--- src/rtl/mux8_rr_arbiter_pkg.sv ---
// Shared types and sizes for the round-robin 8:1 mux arbiter.
package mux8_rr_arbiter_pkg;

  localparam int N_REQ  = 8;
  localparam int SEL_W  = 3;
  localparam int DATA_W = 4;

  typedef enum logic {
    IDLE  = 1'b0,
    GRANT = 1'b1
  } state_t;

  function automatic logic [N_REQ-1:0] sel_onehot(input logic [SEL_W-1:0] s);
    logic [N_REQ-1:0] one;
    one = {{(N_REQ-1){1'b0}}, 1'b1};
    return one << s;
  endfunction

endpackage

--- src/rtl/mux8_rr_arbiter_if.sv ---
// Requester/consumer bus of the round-robin mux arbiter.
interface mux8_rr_arbiter_if #(parameter int CNT_W = 8);
  import mux8_rr_arbiter_pkg::*;

  logic                en;
  logic [N_REQ-1:0]    req;
  logic [DATA_W-1:0]   in_0, in_1, in_2, in_3, in_4, in_5, in_6, in_7;
  logic                out_ready;
  logic                out_valid;
  logic [DATA_W-1:0]   out_data;
  logic [SEL_W-1:0]    select;
  logic [N_REQ-1:0]    ack;
  logic                busy;
  logic [CNT_W-1:0]    xfer_count;

  // The arbiter itself sees the bus through the slave view.
  modport slave (
    input  en, req, in_0, in_1, in_2, in_3, in_4, in_5, in_6, in_7, out_ready,
    output out_valid, out_data, select, ack, busy, xfer_count
  );

  modport master (
    output en, req, in_0, in_1, in_2, in_3, in_4, in_5, in_6, in_7, out_ready,
    input  out_valid, out_data, select, ack, busy, xfer_count
  );

endinterface

--- src/rtl/mux4x8to4_c.sv ---
// Combinational 8:1 multiplexer of 4-bit words.
module mux4x8to4_c (
  input  logic [3:0] d0,
  input  logic [3:0] d1,
  input  logic [3:0] d2,
  input  logic [3:0] d3,
  input  logic [3:0] d4,
  input  logic [3:0] d5,
  input  logic [3:0] d6,
  input  logic [3:0] d7,
  input  logic [2:0] sel,
  output logic [3:0] y
);

  always_comb begin
    y = d0;
    case (sel)
      3'd0: y = d0;
      3'd1: y = d1;
      3'd2: y = d2;
      3'd3: y = d3;
      3'd4: y = d4;
      3'd5: y = d5;
      3'd6: y = d6;
      3'd7: y = d7;
      default: y = d0;
    endcase
  end

endmodule

--- src/rtl/mux8_rr_arbiter_rr_pick8.sv ---
// Rotating-priority search: first set request at or after ptr, wrapping 7->0.
module rr_pick8
  import mux8_rr_arbiter_pkg::*;
(
  input  logic [N_REQ-1:0] req,
  input  logic [SEL_W-1:0] ptr,
  output logic [SEL_W-1:0] grant,
  output logic             any_req
);

  always_comb begin
    logic [SEL_W-1:0] idx;
    logic             found;
    grant   = '0;
    any_req = |req;
    found   = 1'b0;
    idx     = '0;
    for (int k = 0; k < N_REQ; k++) begin
      // Index arithmetic is SEL_W wide so the search wraps for free.
      idx = ptr + SEL_W'(k);
      if (!found && req[idx]) begin
        grant = idx;
        found = 1'b1;
      end
    end
  end

endmodule

--- src/rtl/mux8_rr_arbiter.sv ---
// Round-robin arbiter sharing one 8:1 x 4-bit mux among eight requesters,
// with a registered valid/ready output and a one-cycle ack to the winner.
module mux8_rr_arbiter
  import mux8_rr_arbiter_pkg::*;
#(
  parameter int CNT_W = 8
) (
  input  logic               clk,
  input  logic               reset_n,
  mux8_rr_arbiter_if.slave   bus
);

  state_t            state;
  logic [SEL_W-1:0]  ptr;
  logic [SEL_W-1:0]  select_q;
  logic [SEL_W-1:0]  grant_idx;
  logic [SEL_W-1:0]  next_sel;
  logic              any_req;
  logic              arb;
  logic [DATA_W-1:0] mux_out;
  logic [DATA_W-1:0] data_q;
  logic              valid_q;
  logic              busy_q;
  logic [N_REQ-1:0]  ack_q;
  logic [CNT_W-1:0]  count_q;

  rr_pick8 u_pick (
    .req     (bus.req),
    .ptr     (ptr),
    .grant   (grant_idx),
    .any_req (any_req)
  );

  assign arb      = (state == IDLE) && bus.en && any_req;
  assign next_sel = arb ? grant_idx : select_q;

  // The mux looks at the select we are about to register, so the word
  // captured at the grant edge belongs to the new winner.
  mux4x8to4_c u_mux (
    .d0  (bus.in_0),
    .d1  (bus.in_1),
    .d2  (bus.in_2),
    .d3  (bus.in_3),
    .d4  (bus.in_4),
    .d5  (bus.in_5),
    .d6  (bus.in_6),
    .d7  (bus.in_7),
    .sel (next_sel),
    .y   (mux_out)
  );

  always_ff @(posedge clk or negedge reset_n) begin
    if (!reset_n) begin
      state    <= IDLE;
      ptr      <= '0;
      select_q <= '0;
      data_q   <= '0;
      valid_q  <= 1'b0;
      busy_q   <= 1'b0;
      ack_q    <= '0;
      count_q  <= '0;
    end else begin
      ack_q <= '0;
      if (state == IDLE) begin
        if (arb) begin
          select_q <= grant_idx;
          data_q   <= mux_out;
          valid_q  <= 1'b1;
          busy_q   <= 1'b1;
          state    <= GRANT;
        end
      end else begin
        // Served requester drops to lowest priority on the next search.
        if (valid_q && bus.out_ready) begin
          ack_q    <= sel_onehot(select_q);
          valid_q  <= 1'b0;
          busy_q   <= 1'b0;
          ptr      <= select_q + SEL_W'(1);
          count_q  <= count_q + CNT_W'(1);
          state    <= IDLE;
        end
      end
    end
  end

  assign bus.out_valid  = valid_q;
  assign bus.out_data   = data_q;
  assign bus.select     = select_q;
  assign bus.ack        = ack_q;
  assign bus.busy       = busy_q;
  assign bus.xfer_count = count_q;

endmodule

--- src/flat_wrapper.sv ---
// flat-port wrapper written by rule: the top's interface ports become plain ports
module mux8_rr_arbiter_flat import mux8_rr_arbiter_pkg::*;
#(
  parameter int CNT_W = 8
)
  (clk, reset_n, bus_en, bus_req, bus_in_0, bus_in_1, bus_in_2, bus_in_3, bus_in_4, bus_in_5, bus_in_6, bus_in_7, bus_out_ready, bus_out_valid, bus_out_data, bus_select, bus_ack, bus_busy, bus_xfer_count);
  mux8_rr_arbiter_if #(.CNT_W(CNT_W)) bus_i ();
  input  logic clk;
  input  logic reset_n;
  input wire logic [$bits(bus_i.en)-1:0] bus_en;
  input wire logic [$bits(bus_i.req)-1:0] bus_req;
  input wire logic [$bits(bus_i.in_0)-1:0] bus_in_0;
  input wire logic [$bits(bus_i.in_1)-1:0] bus_in_1;
  input wire logic [$bits(bus_i.in_2)-1:0] bus_in_2;
  input wire logic [$bits(bus_i.in_3)-1:0] bus_in_3;
  input wire logic [$bits(bus_i.in_4)-1:0] bus_in_4;
  input wire logic [$bits(bus_i.in_5)-1:0] bus_in_5;
  input wire logic [$bits(bus_i.in_6)-1:0] bus_in_6;
  input wire logic [$bits(bus_i.in_7)-1:0] bus_in_7;
  input wire logic [$bits(bus_i.out_ready)-1:0] bus_out_ready;
  output wire logic [$bits(bus_i.out_valid)-1:0] bus_out_valid;
  output wire logic [$bits(bus_i.out_data)-1:0] bus_out_data;
  output wire logic [$bits(bus_i.select)-1:0] bus_select;
  output wire logic [$bits(bus_i.ack)-1:0] bus_ack;
  output wire logic [$bits(bus_i.busy)-1:0] bus_busy;
  output wire logic [$bits(bus_i.xfer_count)-1:0] bus_xfer_count;
  assign bus_i.en = bus_en;
  assign bus_i.req = bus_req;
  assign bus_i.in_0 = bus_in_0;
  assign bus_i.in_1 = bus_in_1;
  assign bus_i.in_2 = bus_in_2;
  assign bus_i.in_3 = bus_in_3;
  assign bus_i.in_4 = bus_in_4;
  assign bus_i.in_5 = bus_in_5;
  assign bus_i.in_6 = bus_in_6;
  assign bus_i.in_7 = bus_in_7;
  assign bus_i.out_ready = bus_out_ready;
  assign bus_out_valid = bus_i.out_valid;
  assign bus_out_data = bus_i.out_data;
  assign bus_select = bus_i.select;
  assign bus_ack = bus_i.ack;
  assign bus_busy = bus_i.busy;
  assign bus_xfer_count = bus_i.xfer_count;
  mux8_rr_arbiter #(.CNT_W(CNT_W)) u_core (.clk(clk), .reset_n(reset_n), .bus(bus_i));
endmodule
--- config.mk ---
export PLATFORM = sky130hd
export DESIGN_NAME = mux8_rr_arbiter_flat
export DESIGN_NICKNAME = d
export VERILOG_FILES = /design/src/rtl/mux8_rr_arbiter_pkg.sv /design/src/rtl/mux8_rr_arbiter_if.sv /design/src/rtl/mux4x8to4_c.sv /design/src/rtl/mux8_rr_arbiter_rr_pick8.sv /design/src/rtl/mux8_rr_arbiter.sv /design/src/flat_wrapper.sv
export SDC_FILE = /design/constraint.sdc
export NUM_CORES = 1
export LEC_CHECK = 0
export ABC_CLOCK_PERIOD_IN_PS = 4450
export CAP_MARGIN = 20
export CORE_MARGIN = 2
export CORE_UTILIZATION = 45
export DETAILED_ROUTE_END_ITERATION = 10
export PLACE_DENSITY = 0.77
export SYNTH_ARGS = -nofsm -noshare
export SYNTH_HDL_FRONTEND = slang
export SYNTH_SLANG_ARGS = --single-unit
--- constraint.sdc ---
create_clock -name clk -period 4.45 [get_ports clk]
set_clock_uncertainty 0.2 [all_clocks]
set_input_delay 0.89 -clock clk [delete_from_list [all_inputs] [get_ports clk]]
set_output_delay 0.89 -clock clk [all_outputs]
set_load 0.05 [all_outputs]
* Word level (Yosys, flattened, before mapping)
Cells that the tools add are included.
** Operators by class
- Add/sub/neg operators :: 9
- $lt $le $gt $ge :: 8
- Equality and inequality tests :: 8
- Shift-type cells :: 1
- Muxes and demuxes :: 41
- Bitwise operators :: 1
- Reduce and logical (&&, ||, !) cells :: 23
** Operators by type and width (number)
- 3-bit by 4-bit less-than comparator with 1-bit output, second input constant :: 8
- 4-bit case mux with 8 select lines :: 1
- 3-bit 2-to-1 mux :: 9
- 1-bit binary-select mux with 3-bit select :: 8
- 1-bit 2-to-1 mux :: 21
- 8-bit 2-to-1 mux :: 2
- 3-bit adder, second input constant :: 4
- 3-bit == test, second input constant :: 4
- 1-bit logical AND :: 10
- 8-bit by 1-bit adder with 8-bit output, second input constant :: 1
- 8-bit OR reduction :: 1
- 1-bit by 3-bit << shifter with 8-bit output, first input constant :: 1
- 1-bit zero test :: 7
- 3-bit by 1-bit adder with 3-bit output, second input constant :: 2
- 3-bit by 2-bit adder with 3-bit output, second input constant :: 2
- 3-bit by 2-bit == test with 1-bit output, second input constant :: 2
- 2-bit AND reduction :: 3
- 3-bit by 1-bit == test with 1-bit output, second input constant :: 1
- 3-bit zero test :: 1
- 2-bit inequality test, second input constant :: 1
- 2-bit nonzero test :: 1
- 1-bit NOT :: 1
** Word-level totals
- Bits in registers :: 28
- Input port bits :: 44

* Logic depth before layout (Yosys ltp)
Gate-level depths: netlist (run 1).
- Depth after elaboration :: 27
- Depth in mapped cells :: 16
- Mapped depth without buffers :: 12

* Hierarchy
From an unflattened synthesis (run 1), not the netlist that was laid out.
** Unflattened totals
- Cell total of the unflattened synthesis :: 250
- Area total of the unflattened synthesis :: 2635.0 µm²
** Modules (own cells, without submodules)
- mux8_rr_arbiter :: instances 1, cells each 95, area each 1213.7 µm²
- rr_pick8 :: instances 1, cells each 116, area each 1113.6 µm²
- mux4x8to4_c :: instances 1, cells each 39, area each 307.8 µm²

* Worst setup path before layout (run 1)
No wires, ideal clock.
- Path type :: reg-to-reg
- Start :: reg u_core.ptr[1]
- End :: reg u_core.data_q[2], in the netlist u_core.bus.out_data[2]
- Setup time :: 0.126 ns
- Arrival :: 4.014 ns
- Required time :: 4.124 ns
- Setup slack :: 0.110 ns
- Cell stages (with the launch flop) :: 16
- Buffers on the path :: 4
- Period minus slack after synthesis :: 4.340 ns
- Path through :: dfrtp_1 -> clkbuf_1 -> clkbuf_1 -> inv_1 -> ha_1 -> buf_2 -> mux4_2 -> nor4_4 -> nand4_1 -> o31a_1 -> a21oi_1 -> a21bo_1 -> buf_6 -> mux4_2 -> and3_1 -> a221o_1
** On the way
- Word-level cells in the longest chain between the ends :: 27
- Elaborated cells on any way between the ends :: 62
** RTL lines
- start, declared :: line mux8_rr_arbiter.sv:14 : logic [SEL_W-1:0] ptr;
- start signal, assigned :: line mux8_rr_arbiter.sv:78 : ptr <= select_q + SEL_W'(1);
- parallel branches: the longest is 23 deep, another holds 3-bit by 1-bit adder with 3-bit output
- 3-bit 2-to-1 mux * :: line mux8_rr_arbiter_rr_pick8.sv:21 : if (!found && req[idx]) begin
- 3-bit 2-to-1 mux * :: line mux8_rr_arbiter.sv:35 : assign next_sel = arb ? grant_idx : select_q;
- 3-bit == test, or another cell as far along :: line mux4x8to4_c.sv:17 : case (sel)
- 4-bit case mux with 8 select lines * :: line mux4x8to4_c.sv:17
- end signal, assigned :: line mux8_rr_arbiter.sv:67 : data_q <= mux_out;
- end, declared :: line mux8_rr_arbiter.sv:21 : logic [DATA_W-1:0] data_q;
Every way passes the cells marked *. The select of a mux whose other input is x is not followed.
A chain may end at the register's enable or synchronous reset.

* Final worst setup path (run 1)
- Start :: in bus_req[6]
- End :: reg u_core.data_q[0], in the netlist u_core.bus.out_data[0]
** On the way
- Word-level cells in the longest chain between the ends :: 27
- Elaborated cells on any way between the ends :: 58
** RTL lines
- start, declared :: line flat_wrapper.sv:11 : input wire logic [$bits(bus_i.req)-1:0] bus_req;
- 1-bit binary-select mux with 3-bit select :: line mux8_rr_arbiter_rr_pick8.sv:21
- 1-bit 2-to-1 mux (not written as such) :: line mux8_rr_arbiter_rr_pick8.sv:21
- 1-bit 2-to-1 mux :: line mux8_rr_arbiter_rr_pick8.sv:21
- 1-bit zero test :: line mux8_rr_arbiter_rr_pick8.sv:21
- 1-bit logical AND :: line mux8_rr_arbiter_rr_pick8.sv:21
- 1-bit 2-to-1 mux :: line mux8_rr_arbiter_rr_pick8.sv:21
- 1-bit zero test :: line mux8_rr_arbiter_rr_pick8.sv:21
- 1-bit logical AND :: line mux8_rr_arbiter_rr_pick8.sv:21
- [11 not listed]
- 1-bit logical AND :: line mux8_rr_arbiter_rr_pick8.sv:21
- 1-bit 2-to-1 mux :: line mux8_rr_arbiter_rr_pick8.sv:21
- 1-bit zero test :: line mux8_rr_arbiter_rr_pick8.sv:21
- 1-bit logical AND :: line mux8_rr_arbiter_rr_pick8.sv:21
- 3-bit 2-to-1 mux :: line mux8_rr_arbiter_rr_pick8.sv:21
- 3-bit 2-to-1 mux :: line mux8_rr_arbiter.sv:35
- 3-bit == test, or another cell as far along :: line mux4x8to4_c.sv:17
- 4-bit case mux with 8 select lines :: line mux4x8to4_c.sv:17
Parallel ways exist; a longest one is shown, timed or not. The select of a mux whose other input is x is not followed.

==> results of run 1 <==
-- path summary, 6_finish.rpt --
kind	startpoint	end	slack [ns]	depth (start not counted)
max in group asynchronous	reset_n	u_core.bus.select[2]	3.01	2
min in group asynchronous	reset_n	u_core.bus.ack[7]	0.79	2
min	u_core.bus.xfer_count[7]	u_core.bus.xfer_count[7]	0.27	1
max	bus_req[6]	u_core.bus.out_data[0]	0.29	9
max reg2reg	u_core.ptr[1]	u_core.bus.out_data[0]	0.30	12
min reg2reg	u_core.bus.xfer_count[7]	u_core.bus.xfer_count[7]	0.27	1
-- cell families (layout without fill, tap and decap cells) --
group / count (synthesis) / count (layout)
AO/OA/AOI/OAI: 59 / 59
XOR/XNOR: 11 / 11
adder cells (fa/ha/maj): 9 / 9
buffers and inverters: 23 / 100
flip-flops: 28 / 28
multiplexers: 38 / 38
AND/OR/NAND/NOR: 97 / 97
-- final cells by class --
type | instances | area, µm² | share of cell area
Clock buffer | 3 | 41.29 | 0.01183
Clock inverter | 1 | 30.03 | 0.008602
Inverter | 8 | 30.03 | 0.008602
Multi-Input combinational cell | 214 | 1768 | 0.5065
Sequential cell | 28 | 700.7 | 0.2007
Tap cell | 72 | 90.09 | 0.02581
Timing Repair Buffer | 88 | 830.8 | 0.2380
-- metal layers --
metal / part of all wire / vias to the layer above
met5: 0 / -
met4: 0.020 / 0
met3: 0.045 / 16
met2: 0.52 / 92
met1: 0.41 / 1199
li1: - / 1177
-- registers in the layout, summed over array words and instances, names as in the netlist --
register and count:
u_core.bus.ack 8, u_core.bus.select 3, u_core.bus.out_valid 1, u_core.bus.out_data 4
u_core.state 1, u_core.ptr 3, u_core.bus.xfer_count 8
-- power by group --
| part | leakage [nW] | switching, mW | internal, mW | total, mW |
|---|---|---|---|---|
| clock | 0.0357 | 0.0739 | 0.120 | 0.194 |
| sequential | 0.357 | 0.0989 | 0.339 | 0.438 |
| combinational | 1.10 | 1.25 | 0.917 | 2.17 |
| total | 1.49 | 1.42 | 1.38 | 2.80 |
-- cell usage in the layout (no fill, tap or decap), drive strengths merged, types with 3 or more instances in the layout --
cell type      Yosys  layout
o21ai             13      13
inv                8       8
buf                8      20
nor2              15      15
a211oi             3       3
o221ai             4       4
o221a              3       3
or3                3       3
a211o              3       3
nand3             12      12
mux2i             18      18
nor3               3       3
nor4               5       5
mux4              12      12
dfrtp             28      28
nand4              3       3
a31oi              3       3
and2               7       7
clkbuf             7       3
mux2               8       8
nand2             29      29
and3              10      10
clkdlybuf4s50      0      68
xnor2              5       5
ha                 9       9
xor2               6       6
==> results.md, run 1 <==
* Simple-gate area share of the yosys netlist at 0.2013
* Fin worst setup slack at 0.2916 ns
* Crit-path slowest cell: mux4_2
* Setup TNS at 0 ns
* Final wirelength at 7039 µm
* Post-DP Area at 3420 µm²
* Slew margin rel. at 0.6500
* CTS sink cnt at 28
* WHS at 0.2742 ns
* PD cells at 802.1 nW/µm²
* Share of layout cells above drive strength 1 at 0.1637
* H-tree depth at 1
* Starting density of the core at 0.4685
* Clk_lat worst skew at 0.27 ns
* Antenna violations before repair at 0
* FMAX at 0.2405 GHz
* M3 GR Usage at 0.01923
* Cell count after synthesis at 265
* CTS Hold Bufs at 0
* Post-route minimum period at 4.158 ns
* Final core area utilization at 0.6339
* Ranking of synthesized cells by area: dfrtp_1, mux4_2, mux2i_1
* Most used DFF post-synth: dfrtp_1
* Area delta synth->final at 35.31%
* Period utilisation layout at 0.9345
* Crit Path Class: input port to flop
* Via density at 6.000
* Worst Path Max Fanout at 8
* GR Util met2 at 0.4042
* CTS tree: done
* CP endpoint kind: flop
* Clock Tree Buf Depth at 2
* Worst setup SP type: input port
* DP Cell Count at 410
* Critical path's largest stage delay at 0.59 ns
* DP Worst Slack at 0.02962 ns
* Xor/xnor share of the synthesized area at 0.04025
* Worst-margin pin slew at 0.5250 ns
* Worst path top cell family by delay: multiplexers
* Post-synthesis mux area share at 0.2187
* DR pass1 iterations at 4
* Total GRT Usage at 0.2280
* First-pass GRT wire length at 11,450 µm
* IO Port Bufs at 68
* Final cell count without fillers at 414
* Busiest grt layer: met2
* Placer Congestion at 0.9008
* Vias at 2,484
* Die width at 79.72 µm
* Worst EP required at 4.41 ns
* Root Driver: clkbuf_8
* Status: finished, final reports clean
* EDFF count, synth at 0
* Fill count at 458
* Placeable Area at 5507 µm²
* Crit path DAT at 4.12 ns
* Main combinational cell family by area after synthesis: multiplexers
* Synth area leader: dfrtp_1
* Antenna Nets Post-Route at 0
* Buf/Inv on CP at 1
* Complex-gate fraction of the synthesized area at 0.1814
* Vias in the first global route at 2,397
* Pleak at 1.489 nW
* Post-CTS resize count at 0
* Cell Rows at 27
* Largest net degree at the start of global routing at 29
* Synthesized area per cell at 9.736 µm²
* Post-synth ARST share at 1.000
* Sequential share of the synthesized area at 0.2716
* Finished Cell Area at 3491 µm²
* Slew Viols, Final at 0
* Syn Std Cell Area at 2580 µm²
* Synth cell count leaders: nand2_1, dfrtp_1, mux2i_1
* Routed WL per cell at 17.00 µm
* Die Height at 79.72 µm
* Post-Synth Adder-Cell Area at 0.04365
* Worst path cell trace: clkdlybuf4s50_1 > mux4_2 > mux2_2 > a221o_1 > a31oi_1 > o221ai_2 > nand2_1 > mux4_2 > a211o_1
* Register bit total from synthesis at 28
* Distinct cells, synth at 61
* # diodes at 0
* Clock Pin Slew Worst Setup and Hold Paths at 0.09 ns
* Worst Hold Class: flop to flop
* # DRC at 0
* M1 GR Usage at 0.2884
* Final Hold Fails at 0
* Congestion Overflow GR at 0
* Top-count cell post-synth: nand2_1
* RSZ-0062 raised after global routing: no
* Initial DRC count at 189
* Die area at 6355 µm²
* Total CTS buffers at 3
* Top cell type's share of synthesized area at 0.2716
* Layout Nets at 396
* Overall power at 2.800 mW
* Worst vdd ir at 0.0004102 V
* Post-DP HPWL at 5686 µm
* CP most frequent cell: mux4_2
* Max cap viols at 0
* Synth Warn # at 0
* IO Pins at 69
* Syn_nets at 318
* Post-CTS setup buffers at 0
* Setup violators final at 0
Note: power is estimated with default switching activity, not from simulation.
==> run 2, diff against run 1 <==
--- a/config.mk
+++ b/config.mk
@@ -7,6 +7,7 @@
 export LEC_CHECK = 0
 export ABC_CLOCK_PERIOD_IN_PS = 4450
 export CAP_MARGIN = 20
+export CORE_ASPECT_RATIO = 2
 export CORE_MARGIN = 2
 export CORE_UTILIZATION = 45
 export DETAILED_ROUTE_END_ITERATION = 10
==> results.md, run 2 (synthesis results as in run 1) <==
* Clock Pin Slew Worst Setup and Hold Paths at 0.06 ns
* Layout Nets at 395
* Worst path top cell family by delay: multiplexers
* DR pass1 iterations at 5
* Initial DRC count at 95
* Fin worst setup slack at 0.2686 ns
* Setup TNS at 0 ns
* Worst setup SP type: input port
* DP Worst Slack at 0.01757 ns
* CP endpoint kind: flop
* Die area at 6392 µm²
* Worst Path Max Fanout at 9
* Congestion Overflow GR at 0
* Post-CTS resize count at 0
* Pleak at 1.493 nW
* Post-DP HPWL at 5528 µm
* H-tree depth at 1
* Period utilisation layout at 0.9396
* Worst Hold Class: flop to flop
* Share of layout cells above drive strength 1 at 0.1613
* Sw Share at 0.5081
* Post-route minimum period at 4.181 ns
* Final Hold Fails at 0
* FMAX at 0.2392 GHz
* Clk_lat worst skew at 0.26 ns
* Clock Tree Buf Depth at 2
* Worst vdd ir at 0.0005553 V
* Total GRT Usage at 0.2223
* Setup violators final at 0
* IO Pins at 69
* Commonest non-fill, non-tap cell in the layout: clkdlybuf4s50_1
* Worst-margin pin slew at 0.5194 ns
* Crit-path slowest cell: mux4_2
* Vias in the first global route at 2,486
* Worst hold path stage count at 1
* Routed WL per cell at 17.31 µm
* Via density at 6.239
* Total CTS buffers at 3
* Final wirelength at 6958 µm
* Largest net degree at the start of global routing at 29
* RSZ-0062 raised after global routing: no
* Worst EP required at 4.40 ns
* Crit Path Class: input port to flop
* Commonest non-fill, non-tap cells in the layout: clkdlybuf4s50_1, nand2_1, dfrtp_1
* CTS Hold Bufs at 0
* Slew margin rel. at 0.6514
* Antenna violations before repair at 0
* Buf/Inv on CP at 1
* Area delta synth->final at 35.16%
* Root Driver: clkbuf_16
* Starting density of the core at 0.4598
* Antenna Nets Post-Route at 0
* # diodes at 0
* Finished Cell Area at 3487 µm²
* First-pass GRT wire length at 11,660 µm
* Fill count at 450
* Worst path cell trace: clkdlybuf4s50_1 > mux4_2 > mux2_2 > a221o_1 > a31oi_1 > o221ai_2 > nand2_1 > mux4_2 > a211o_1
* Slew Viols, Final at 0
* CP Depth at 9
* PD cells at 806.0 nW/µm²
* Post-DP Area at 3398 µm²
* Placer Congestion at 0.9083
* CTS sink cnt at 28
* Final core area utilization at 0.6214
* Vias at 2,508
* Share of power burned in registers at 0.154
* Critical path's largest stage delay at 0.59 ns
* Crit path DAT at 4.13 ns
* Placeable Area at 5612 µm²
* # DRC at 0
* Status: finished, final reports clean
* Logic pwr share at 0.767
* Clk pwr share at 0.078
* Max cap viols at 0
* Worst R2R Path Depth at 11
* IO Port Bufs at 68
* CTS tree: done
* Cell Rows at 39
* Net Switching at 1.428 mW
* Internal at 1.382 mW
* Die Height at 111.1 µm
* Die width at 57.54 µm
* CP most frequent cell: mux4_2
* Post-CTS setup buffers at 0
-- run 2: final cells by class --
| class | count | area, µm² | area share |
|---|---|---|---|
| clock buffers | 4 | 88.84 | 0.02548 |
| inverters | 8 | 30.03 | 0.008611 |
| multi-input cells | 214 | 1768 | 0.5070 |
| flip-flops and latches | 28 | 700.7 | 0.2009 |
| well taps | 61 | 76.32 | 0.02189 |
| repair buffers | 87 | 823.3 | 0.2361 |
-- run 2: metal layers --
metal / up-vias / wire length, µm / GRT usage
li1: 1183 / - / -
met1: 1193 / 2856 / 0.2987
met2: 121 / 3493 / 0.3727
met3: 11 / 495 / 0.02917
met4: 0 / 112 / 0.05116
met5: - / 0 / 0
-- run 2: path summary, 6_finish.rpt --
kind	startpoint	endpoint	slack, ns
max	bus_req[1]	u_core.bus.out_data[0]	0.27
min	u_core.bus.xfer_count[7]	u_core.bus.xfer_count[7]	0.28
max reg2reg	u_core.ptr[0]	u_core.bus.out_data[2]	0.47
min reg2reg	u_core.bus.xfer_count[7]	u_core.bus.xfer_count[7]	0.28
max in group asynchronous	reset_n	u_core.bus.xfer_count[7]	2.98
min in group asynchronous	reset_n	u_core.ptr[2]	0.81
-- run 2: power groups by stage --
stage | Combinational, mW | Sequential, mW | Clock (mW)
after global placement | 2.10 | 0.434 | 0
after global routing | 2.34 | 0.446 | 0.232
after CTS | 2.14 | 0.435 | 0.223
after detailed placement | 2.13 | 0.437 | 0
after floorplan | 1.37 | 0.641 | 0
final | 2.16 | 0.434 | 0.220
-- run 2: metrics by stage --
step           power, mW  hold WS (ns)  std cells
2_1_floorplan      2.014        0.2833        265
3_3_place_gp       2.535        0.2611        398
3_5_place_dp       2.567        0.2770        398
4_1_cts            2.797        0.2858        402
5_1_grt            3.018        0.3142        402
6_report           2.811        0.2773        402
-- run 2: worst register-to-register path: stages (launching register included) --
cell,delay [ns]
dfrtp_1,0.36
inv_1,0.08
ha_1,0.51
mux4_2,0.66
nor4_4,0.33
nand4_1,0.18
o31a_1,0.30
a21oi_1,0.13
a21bo_1,0.25
mux4_2,0.42
and3_1,0.19
a221o_1,0.25
